<file path="config.mk">
export PLATFORM = sky130hd
export DESIGN_NAME = max7219_scroll_engine
export DESIGN_NICKNAME = d
export VERILOG_FILES = /design/src/rtl/max7219_pkg.sv /design/src/rtl/max7219_scroll_ram.sv /design/src/rtl/max7219_scroll_engine.sv
export SDC_FILE = /design/constraint.sdc
export NUM_CORES = 2
export LEC_CHECK = 0
export CAP_MARGIN = 20
export CORE_MARGIN = 2
export CORE_UTILIZATION = 35
export DETAILED_ROUTE_END_ITERATION = 8
export MAX_ROUTING_LAYER = met4
export PLACE_DENSITY_LB_ADDON = 0.05
export RECOVER_POWER = 50
export SLEW_MARGIN = 25
export SYNTH_ARGS = -nofsm -noshare
export SYNTH_HDL_FRONTEND = slang
export SYNTH_SLANG_ARGS = --single-unit
</file>
<file path="constraint.sdc">
create_clock -name clk -period 49 [get_ports clk]
set_input_delay 4.9 -clock clk [delete_from_list [all_inputs] [get_ports clk]]
set_output_delay 4.9 -clock clk [all_outputs]
set_load 0.01 [all_outputs]
</file>
<file path="src/rtl/max7219_pkg.sv">
// Shared types and constants for the MAX7219 column-scroll engine.
// Data word layout is {pad, digit, column}.
package max7219_pkg;

  typedef enum logic [2:0] {
    ST_IDLE,
    ST_RD_RAM,
    ST_WAIT_RAM,
    ST_SEND,
    ST_WAIT_DONE,
    ST_TEMPO,
    ST_UPDATE
  } state_t;

  localparam int PAD_W   = 4;
  localparam int DIGIT_W = 4;
  localparam int COL_W   = 8;
  localparam int WORD_W  = PAD_W + DIGIT_W + COL_W;

  localparam logic [DIGIT_W-1:0] DIGIT_FIRST = 4'd1;
  localparam logic [DIGIT_W-1:0] DIGIT_LAST  = 4'd8;

endpackage

</file>
<file path="src/rtl/max7219_scroll_ram.sv">
// Column RAM: host read/write port plus engine read-only port.
// Both ports have one cycle of read latency; only the read registers are reset.
module max7219_scroll_ram #(
  parameter int G_ADDR_W = 8,
  parameter int G_DATA_W = 8
) (
  input  logic                clk,
  input  logic                rst_n,
  input  logic                i_me,
  input  logic                i_we,
  input  logic [G_ADDR_W-1:0] i_addr,
  input  logic [G_DATA_W-1:0] i_wdata,
  output logic [G_DATA_W-1:0] o_rdata,
  input  logic                i_eng_en,
  input  logic [G_ADDR_W-1:0] i_eng_addr,
  output logic [G_DATA_W-1:0] o_eng_rdata
);

  logic [G_DATA_W-1:0] r_mem [0:(2**G_ADDR_W)-1];
  logic [G_DATA_W-1:0] r_rdata;
  logic [G_DATA_W-1:0] r_eng_rdata;

  always_ff @(posedge clk) begin
    if (i_me && i_we) r_mem[i_addr] <= i_wdata;
  end

  always_ff @(posedge clk) begin
    if (!rst_n) begin
      r_rdata     <= '0;
      r_eng_rdata <= '0;
    end else begin
      if (i_me && !i_we) r_rdata <= r_mem[i_addr];
      if (i_eng_en)      r_eng_rdata <= r_mem[i_eng_addr];
    end
  end

  assign o_rdata     = r_rdata;
  assign o_eng_rdata = r_eng_rdata;

endmodule

</file>
<file path="src/rtl/max7219_scroll_engine.sv">
// Scrolls a circular column message across a chain of MAX7219 8x8 matrices,
// one frame of 8*G_MATRIX_NB words per tempo tick.
module max7219_scroll_engine
  import max7219_pkg::*;
#(
  parameter int G_MATRIX_NB      = 8,
  parameter int G_RAM_ADDR_WIDTH = 8,
  parameter int G_RAM_DATA_WIDTH = 8,
  parameter int G_TEMPO_WIDTH    = 32
) (
  input  logic                        clk,
  input  logic                        rst_n,
  input  logic                        i_me,
  input  logic                        i_we,
  input  logic [G_RAM_ADDR_WIDTH-1:0] i_addr,
  input  logic [G_RAM_DATA_WIDTH-1:0] i_wdata,
  output logic [G_RAM_DATA_WIDTH-1:0] o_rdata,
  input  logic [G_RAM_ADDR_WIDTH-1:0] i_ram_start_ptr,
  input  logic [G_RAM_ADDR_WIDTH-1:0] i_msg_length,
  input  logic [G_TEMPO_WIDTH-1:0]    i_max_tempo_cnt,
  input  logic                        i_start_scroll,
  input  logic                        i_stop_scroll,
  input  logic                        i_dir,
  input  logic                        i_loop,
  input  logic                        i_max7219_if_done,
  output logic                        o_max7219_if_start,
  output logic                        o_max7219_if_en_load,
  output logic [WORD_W-1:0]           o_max7219_if_data,
  output logic                        o_busy,
  output logic                        o_scroll_done
);

  localparam int AW = G_RAM_ADDR_WIDTH;
  localparam int TW = G_TEMPO_WIDTH;
  localparam int MW = (G_MATRIX_NB > 1) ? $clog2(G_MATRIX_NB) : 1;
  localparam int PW = AW + 8;
  localparam logic [MW-1:0] MAT_LAST = MW'(G_MATRIX_NB - 1);

  state_t r_state, w_state_nxt;

  logic [AW-1:0]       r_start_ptr, r_len, r_offset;
  logic [TW-1:0]       r_tempo, r_tempo_cnt;
  logic                r_dir, r_loop, r_stop;
  logic [DIGIT_W-1:0]  r_digit;
  logic [MW-1:0]       r_mat;
  logic [WORD_W-1:0]   r_data;
  logic                r_en_load;
  logic                r_done;

  logic [PW-1:0]               w_pos;
  logic [AW-1:0]               w_idx, w_eng_addr, w_offset_nxt;
  logic [G_RAM_DATA_WIDTH-1:0] w_eng_rdata;
  logic                        w_last_word, w_done_set, w_start_ok;

  max7219_scroll_ram #(
    .G_ADDR_W (AW),
    .G_DATA_W (G_RAM_DATA_WIDTH)
  ) u_ram (
    .clk         (clk),
    .rst_n       (rst_n),
    .i_me        (i_me),
    .i_we        (i_we),
    .i_addr      (i_addr),
    .i_wdata     (i_wdata),
    .o_rdata     (o_rdata),
    .i_eng_en    (r_state == ST_RD_RAM),
    .i_eng_addr  (w_eng_addr),
    .o_eng_rdata (w_eng_rdata)
  );

  // Message index wraps on length first, RAM address wraps on the address width.
  assign w_pos       = PW'(r_offset) + PW'({r_mat, 3'b000}) + PW'(r_digit - DIGIT_FIRST);
  assign w_idx       = AW'(w_pos % PW'(r_len));
  assign w_eng_addr  = r_start_ptr + w_idx;
  assign w_last_word = (r_digit == DIGIT_LAST) && (r_mat == '0);
  assign w_start_ok  = i_start_scroll && (i_msg_length != '0);

  always_comb begin
    w_offset_nxt = r_offset;
    if (!r_dir) w_offset_nxt = (r_offset == r_len - AW'(1)) ? '0 : r_offset + AW'(1);
    else        w_offset_nxt = (r_offset == '0) ? r_len - AW'(1) : r_offset - AW'(1);
  end

  always_comb begin
    w_state_nxt = r_state;
    w_done_set  = 1'b0;
    case (r_state)
      ST_IDLE:      if (w_start_ok) w_state_nxt = ST_RD_RAM;
      ST_RD_RAM:    w_state_nxt = ST_WAIT_RAM;
      ST_WAIT_RAM:  w_state_nxt = ST_SEND;
      ST_SEND:      w_state_nxt = ST_WAIT_DONE;
      ST_WAIT_DONE: begin
        if (i_max7219_if_done) begin
          if (!w_last_word) begin
            w_state_nxt = ST_RD_RAM;
          end else if (r_stop) begin
            w_state_nxt = ST_IDLE;
            w_done_set  = 1'b1;
          end else begin
            w_state_nxt = ST_TEMPO;
          end
        end
      end
      ST_TEMPO: begin
        // A stop that lands after the last word still ends before the next frame.
        if (r_stop) begin
          w_state_nxt = ST_IDLE;
          w_done_set  = 1'b1;
        end else if (r_tempo_cnt == r_tempo) begin
          w_state_nxt = ST_UPDATE;
        end
      end
      ST_UPDATE: begin
        if (r_stop || ((w_offset_nxt == '0) && !r_loop)) begin
          w_state_nxt = ST_IDLE;
          w_done_set  = 1'b1;
        end else begin
          w_state_nxt = ST_RD_RAM;
        end
      end
      default: w_state_nxt = ST_IDLE;
    endcase
  end

  always_ff @(posedge clk) begin
    if (!rst_n) begin
      r_state     <= ST_IDLE;
      r_start_ptr <= '0;
      r_len       <= '0;
      r_offset    <= '0;
      r_tempo     <= '0;
      r_tempo_cnt <= '0;
      r_dir       <= 1'b0;
      r_loop      <= 1'b0;
      r_stop      <= 1'b0;
      r_digit     <= DIGIT_FIRST;
      r_mat       <= MAT_LAST;
      r_data      <= '0;
      r_en_load   <= 1'b0;
      r_done      <= 1'b0;
    end else begin
      r_state <= w_state_nxt;
      r_done  <= w_done_set;
      case (r_state)
        ST_IDLE: begin
          if (w_start_ok) begin
            r_start_ptr <= i_ram_start_ptr;
            r_len       <= i_msg_length;
            r_tempo     <= i_max_tempo_cnt;
            r_dir       <= i_dir;
            r_loop      <= i_loop;
            r_offset    <= '0;
            r_tempo_cnt <= '0;
            r_stop      <= 1'b0;
            r_digit     <= DIGIT_FIRST;
            r_mat       <= MAT_LAST;
          end
        end
        ST_WAIT_RAM: begin
          r_data    <= {{PAD_W{1'b0}}, r_digit, w_eng_rdata};
          r_en_load <= (r_mat == '0);
        end
        ST_WAIT_DONE: begin
          if (i_max7219_if_done && !w_last_word) begin
            if (r_mat == '0) begin
              r_digit <= r_digit + DIGIT_W'(1);
              r_mat   <= MAT_LAST;
            end else begin
              r_mat <= r_mat - MW'(1);
            end
          end
        end
        ST_TEMPO: r_tempo_cnt <= r_tempo_cnt + TW'(1);
        ST_UPDATE: begin
          r_offset    <= w_offset_nxt;
          r_tempo_cnt <= '0;
          r_digit     <= DIGIT_FIRST;
          r_mat       <= MAT_LAST;
        end
        default: ;
      endcase
      if ((r_state != ST_IDLE) && i_stop_scroll) r_stop <= 1'b1;
    end
  end

  assign o_max7219_if_start   = (r_state == ST_SEND);
  assign o_max7219_if_en_load = r_en_load;
  assign o_max7219_if_data    = r_data;
  assign o_busy               = (r_state != ST_IDLE);
  assign o_scroll_done        = r_done;

endmodule

</file>
After elaboration in Yosys (flattened, before gate mapping). Memories as Yosys holds them, arrays and structs flattened. A register that Yosys moved wholly into a read port is not among the register bits. Cells that the tools add are included.

$lt $le $gt $ge: 0. Multipliers: 0. Bitwise operators: 0. Reductions and logical operators: 31. Equal/unequal tests: 14. Add/sub/neg operators: 10. Muxes and demuxes: 33. Divide/modulo/power cells: 1. Shifts and indexed selects: 0.

Operator list (number): case mux 32 bit (3 select lines) (1); adder 32 x 1 -> 32 bit (second input constant) (1); equality test 32 bit (1); two-way mux 32 bit (1); two-way mux 8 bit (4); two-way mux 3 bit (9); case mux 3 bit (7 select lines) (1); zero test 8 bit (2); modulo 16 x 8 -> 16 bit (1); case mux 8 bit (2 select lines) (1); subtractor 8 x 1 -> 8 bit (second input constant) (2); two-way mux 4 bit (3); case mux 4 bit (3 select lines) (1); adder 10 x 5 -> 11 bit (1); two-way mux 1 bit (10); adder 8 x 6 -> 9 bit (1); equality test 3 bit (second input constant) (3); case mux 3 bit (3 select lines) (1); nonzero test 3 bit (3); adder 8 x 1 -> 8 bit (second input constant) (1); adder 8 bit (1); equality test 8 bit (1); inequality test 2 bit (second input constant) (4); AND reduction 2 bit (4); 16 further kinds (31).

Bits in read-only memories: 0. Register bits: 115. Memory bits (writable): 2048. Output and inout bits: 28. Bits in latches: 0. Memories: 1.

Memory list: u_ram.r_mem (words 256, bits a word 8, read ports 2, clocked after memory_dff 2, write ports 1, line max7219_scroll_ram.sv:19) `logic [G_DATA_W-1:0] r_mem [0:(2**G_ADDR_W)-1];`.

Longest topological paths before layout.
Word-level depth: 9. Mapped depth: 184. Gate-level depth less buffers: 171.

Modules after synthesis. Synthesis repeated with hierarchy kept, for this count alone.

Cells, all modules: 6769. Area, all modules: 108462.8 um^2.

Modules (own cells, without submodules): max7219_scroll_ram (instances 1, area each 96107.2 um^2, cells an instance 5137); max7219_scroll_engine (instances 1, area each 12355.6 um^2, cells an instance 1632).

Least setup slack after synthesis. OpenSTA, ideal clock, no wires.

Path type: reg2reg. From: register r_mat[0]. To: register u_ram.r_eng_rdata[2] (netlist: u_ram.o_eng_rdata[2]) (read register of u_ram.r_mem). Stages on the path, launching flop included: 175. Library setup time: 0.131 ns. Period minus slack after synthesis: 37.073 ns. Arrival time: 36.942 ns. Setup slack: 11.927 ns. Path buffers: 16. Required time: 48.869 ns. Path through: dfxtp_1 -> ha_1 -> fa_1 -> a21o_1 -> nand2_1 -> xnor2_1 -> ha_1 -> clkbuf_1 -> a21oi_1 -> a21oi_1 -> o32ai_1 -> nor2_1 -> clkbuf_1 -> inv_1 -> ha_1 -> o211a_1 -> a31oi_1 -> o22ai_1 -> [139 not listed] -> o21ai_0 -> a2111oi_2 -> nand3b_2 -> clkbuf_1 -> nor2_1 -> a21oi_1 -> ha_1 -> fa_1 -> xnor2_1 -> buf_1 -> buf_1 -> clkbuf_1 -> buf_1 -> mux4_2 -> nand2_1 -> a31oi_1 -> mux2i_1 -> o211ai_1.

Cells in the longest elaborated chain, start to end: 4.

RTL lines: start: declaration (line max7219_scroll_engine.sv:45) `logic [MW-1:0] r_mat;`; start signal: assignment (line max7219_scroll_engine.sv:169) `r_mat <= r_mat - MW'(1);`; adder 8 x 6 -> 9 bit (line max7219_scroll_engine.sv:72) `assign w_pos = PW'(r_offset) + PW'({r_mat, 3'b000}) + PW'(r_digit - DIGIT_FIRST);`; adder 10 x 5 -> 11 bit (line max7219_scroll_engine.sv:72); modulo 16 x 8 -> 16 bit (line max7219_scroll_engine.sv:73) `assign w_idx = AW'(w_pos % PW'(r_len));`; adder 8 bit (line max7219_scroll_engine.sv:74) `assign w_eng_addr = r_start_ptr + w_idx;`; end: declaration (line max7219_scroll_ram.sv:21) `logic [G_DATA_W-1:0] r_eng_rdata;`.

Every way passes these cells. A chain may end at the register's enable or synchronous reset.

Worst setup path in the final report.
From: register r_offset[3]. To: register u_ram.r_eng_rdata[2] (netlist: u_ram.o_eng_rdata[2]) (read register of u_ram.r_mem).

Cells in the longest elaborated chain, start to end: 4.

RTL lines: start: declaration (line max7219_scroll_engine.sv:41) `logic [AW-1:0] r_start_ptr, r_len, r_offset;`; start signal: assignment (line max7219_scroll_engine.sv:175) `r_offset <= w_offset_nxt;`; adder 8 x 6 -> 9 bit (line max7219_scroll_engine.sv:72); adder 10 x 5 -> 11 bit (line max7219_scroll_engine.sv:72); modulo 16 x 8 -> 16 bit (line max7219_scroll_engine.sv:73); adder 8 bit (line max7219_scroll_engine.sv:74).

Every way passes these cells.

==> results_dict.tcl <==
set metrics [dict create \
    cts_hold_buffers 0 \
    port_bufs 96 \
    crit_required_ns 49.74 \
    ys_types 105 \
    io_pins 101 \
    cts.clk_slew.worst_paths_ns 0.06 \
    global_route.overflow_total 0 \
    chipHeight_um 559 \
    fin_tns_setup_ns 0 \
    detail-route-antenna-nets 0 \
    clock_path_buffers 4 \
    regToRegEndpoint "u_ram.o_eng_rdata[2]" \
    hold-path-endpoint "r_tempo[19]" \
    cts_sinks 2179 \
    placementRows 203 \
    worst_hold_path_type "flop to flop" \
    number_of_endpoints_with_negative_hold_slack_in_the_final_report 0 \
    grt_start_max_net_pins 143 \
    violated_checks "capacitance limit, slew limit" \
    reg2reg_setup_slack_ns 5.33 \
    fraction_of_post_synthesis_cell_area_in_the_top_cell_type_by_area 0.570 \
    timing.critical_path.from_type "flop" \
    syn-mean-instance-area_sq_um 18.2 \
    postCtsSetupRepairBufs 0 \
    maxCapViolations 30 \
    h-tree-depth 5 \
    via_to_cell_ratio 5.90 \
    critical_path.n_buffers_inverters 10 \
    nFillCells 27600 \
    groute.usage.overall 0.239 \
    setup_violations 0 \
    netlist_area_pre_place_sq_mm 0.108 \
    initial_utilization 0.352 \
    grt_antenna_before_repair 16 \
    slew_viol_final 2222 \
    floorplan.die_area_sq_mm 0.313 \
    die_width_um 559 \
    wirelength_um 366000 \
    ys_top_cells_by_area "sky130_fd_sc_hd__edfxtp_1 57%, sky130_fd_sc_hd__mux4_2 27%, sky130_fd_sc_hd__dfxtp_1 2.4%" \
    hold_path_startpoint "r_tempo[19]" \
    fp.coreArea_sq_mm 0.306 \
    ys_async_sr_fraction 0 \
    grt_pass1_vias 62700 \
    status "finished with violations" \
    slowest_stage "sky130_fd_sc_hd__buf_4" \
    place.detailed.hpwl_um 237000 \
    crit_path_end_kind "flop" \
    cts_tree "done" \
    setup.worst_path.class "flop to flop" \
    number_of_register_bits_inferred_by_synthesis 2179 \
    ys_seq_area_frac 0.594 \
    place.gp.congestion 0.854 \
    reg2reg_depth 162 \
    yosysTopAreaCell "sky130_fd_sc_hd__edfxtp_1" \
    worst_hold_path.num_cells 2 \
    dr_drc_count 0 \
    routed_wire_length_per_instance_um 35.2 \
    critPathArrivalTime_ns 44.41 \
    grt_pass1_wl_um 512000 \
    synth_ff_type "sky130_fd_sc_hd__edfxtp_1" \
    firstDrtPassIters 6 \
    rsz0062_at_grt "no" \
    synth_common_cells "2048 x sky130_fd_sc_hd__edfxtp_1, 1312 x sky130_fd_sc_hd__mux4_2, 377 x sky130_fd_sc_hd__nor2_1" \
    num_vias 61300 \
    ys_warn_count 0 \
    area_growth_pct 13.8 \
    timing.slew.headroom -3.04 \
    post-synth-top-count-cell "sky130_fd_sc_hd__edfxtp_1" \
    timing.final.crit_period_ns 43.67 \
    cts_made_buffers 266 \
    critPathTopFamily "compound AO/OA/AOI/OAI gates" \
    worst_pin_slew_ns 6.06 \
    synth_enable_flop_cells 2048 \
    longest_individual_stage_delay_on_the_worst_path_ns 0.81 \
    post_route_cells_drive_above_1_share 0.323 \
    cp_max_fo 80 \
    worst_path_most_repeated_cell "sky130_fd_sc_hd__o21a_1" \
    post-route-period-util 0.891 \
    clock_latency_ns 0.90 \
    skew_ns 0.0635 \
    cts_root_buffer "sky130_fd_sc_hd__clkbuf_16" \
    nets 6297 \
    fmax_mhz 22.9 \
    drt-initial-drc-count 6272 \
    worst_r2r_startpoint "r_offset[3]" \
    cts.repair.resized 0 \
    syn-instance-count 5921 \
]
## registers in the layout, indices dropped and copies added, names as in the netlist, 3 cells and up
| signal | flops |
|---|---|
| u_ram.r_mem | 2048 |
| r_tempo | 32 |
| r_tempo_cnt | 32 |
| o_max7219_if_data | 12 |
| r_len | 8 |
| r_offset | 8 |
| r_start_ptr | 8 |
| u_ram.o_eng_rdata | 8 |
| u_ram.o_rdata | 8 |
| r_digit | 4 |
| r_mat | 3 |
| r_state | 3 |
## how the worst max path moves through the flow
stage               cells after the start   startpoint                    to
global route                          160   r_digit[0]  u_ram.o_eng_rdata[2]
finish                                162  r_offset[3]  u_ram.o_eng_rdata[2]
CTS                                   161  r_offset[3]  u_ram.o_eng_rdata[2]
detailed placement                    161  r_offset[3]  u_ram.o_eng_rdata[2]
global placement                      160  r_offset[3]  u_ram.o_eng_rdata[2]
floorplan                             174     r_mat[0]  u_ram.o_eng_rdata[2]
## worst register-to-register path: cells and delay by family, from the launching register on
kind,cells,cell delay (ns)
multiplexers,5,2.44
flip-flops,1,0.42
AO/OA/AOI/OAI,93,22.20
XOR/XNOR,1,0.08
adder cells (fa/ha/maj),20,6.88
buffers and inverters,10,3.34
AND/OR/NAND/NOR,33,8.15
## cell usage in the layout (no fill, tap or decap), drive strengths merged, types with 30 or more instances in the layout
| cell type | instances |
|---|---|
| o21a | 49 |
| clkdlybuf4s50 | 71 |
| nor3 | 50 |
| dfxtp | 131 |
| clkinv | 101 |
| ha | 133 |
| a21boi | 70 |
| nor2b | 50 |
| buf | 204 |
| mux2i | 31 |
| mux4 | 1312 |
| clkbuf | 372 |
| edfxtp | 2048 |
| xor2 | 98 |
| a21o | 41 |
| nor2 | 377 |
| o21ai | 82 |
| a21oi | 83 |
| nand2 | 327 |
| nand3 | 81 |
| xnor2 | 65 |
| a31oi | 39 |
| inv | 75 |
| mux2 | 30 |
## metrics by stage
stage               cell area [sq um]  worst slack [ns]  instances  utilization  hold slack [ns]
finish                         123000              5.33      10400        0.401            0.479
global route                   123000              1.43      10400        0.401            0.510
CTS                            123000              5.51      10400        0.401            0.477
detailed placement             115000              5.59       9916        0.374            0.466
global placement               114000              5.92       9913        0.374            0.461
floorplan                      108000             11.93       5924            -            0.441
## per-layer routing
metal	wire length (um)	vias up	share of wire	global-route usage
li1	-	25300	-	-
met1	160000	33600	0.44	0.327
met2	176000	1945	0.48	0.377
met3	18500	476	0.051	0.0274
met4	11800	0	0.032	0.0685
met5	0	-	0	-
## kinds of logic (layout without fill, tap and decap cells)
kind of cell,Yosys count,count (layout),share of synthesized area
compound gates,530,530,0.0345
xor+xnor,163,163,0.0133
fa+ha+maj,139,139,0.0163
buf+inv,486,850,0.0172
flops,2179,2179,0.594
mux,1373,1373,0.280
other cells,1,13,0.0000347
simple gates,1050,1050,0.0443
## final cells by class
class | count | area (sq um) | area share
sequential | 2179 | 64100 | 0.522
multi-input combinational | 3259 | 42400 | 0.345
clock buffer | 337 | 7090 | 0.0577
tap | 4100 | 5130 | 0.0418
timing repair buffer | 320 | 2680 | 0.0218
clock inverter | 132 | 1180 | 0.00965
inverter | 61 | 229 | 0.00186
antenna | 9 | 22.5 | 0.000183
Power is not shown: default switching activity piles up to over one toggle a cycle in this logic, so the estimate is an artifact.
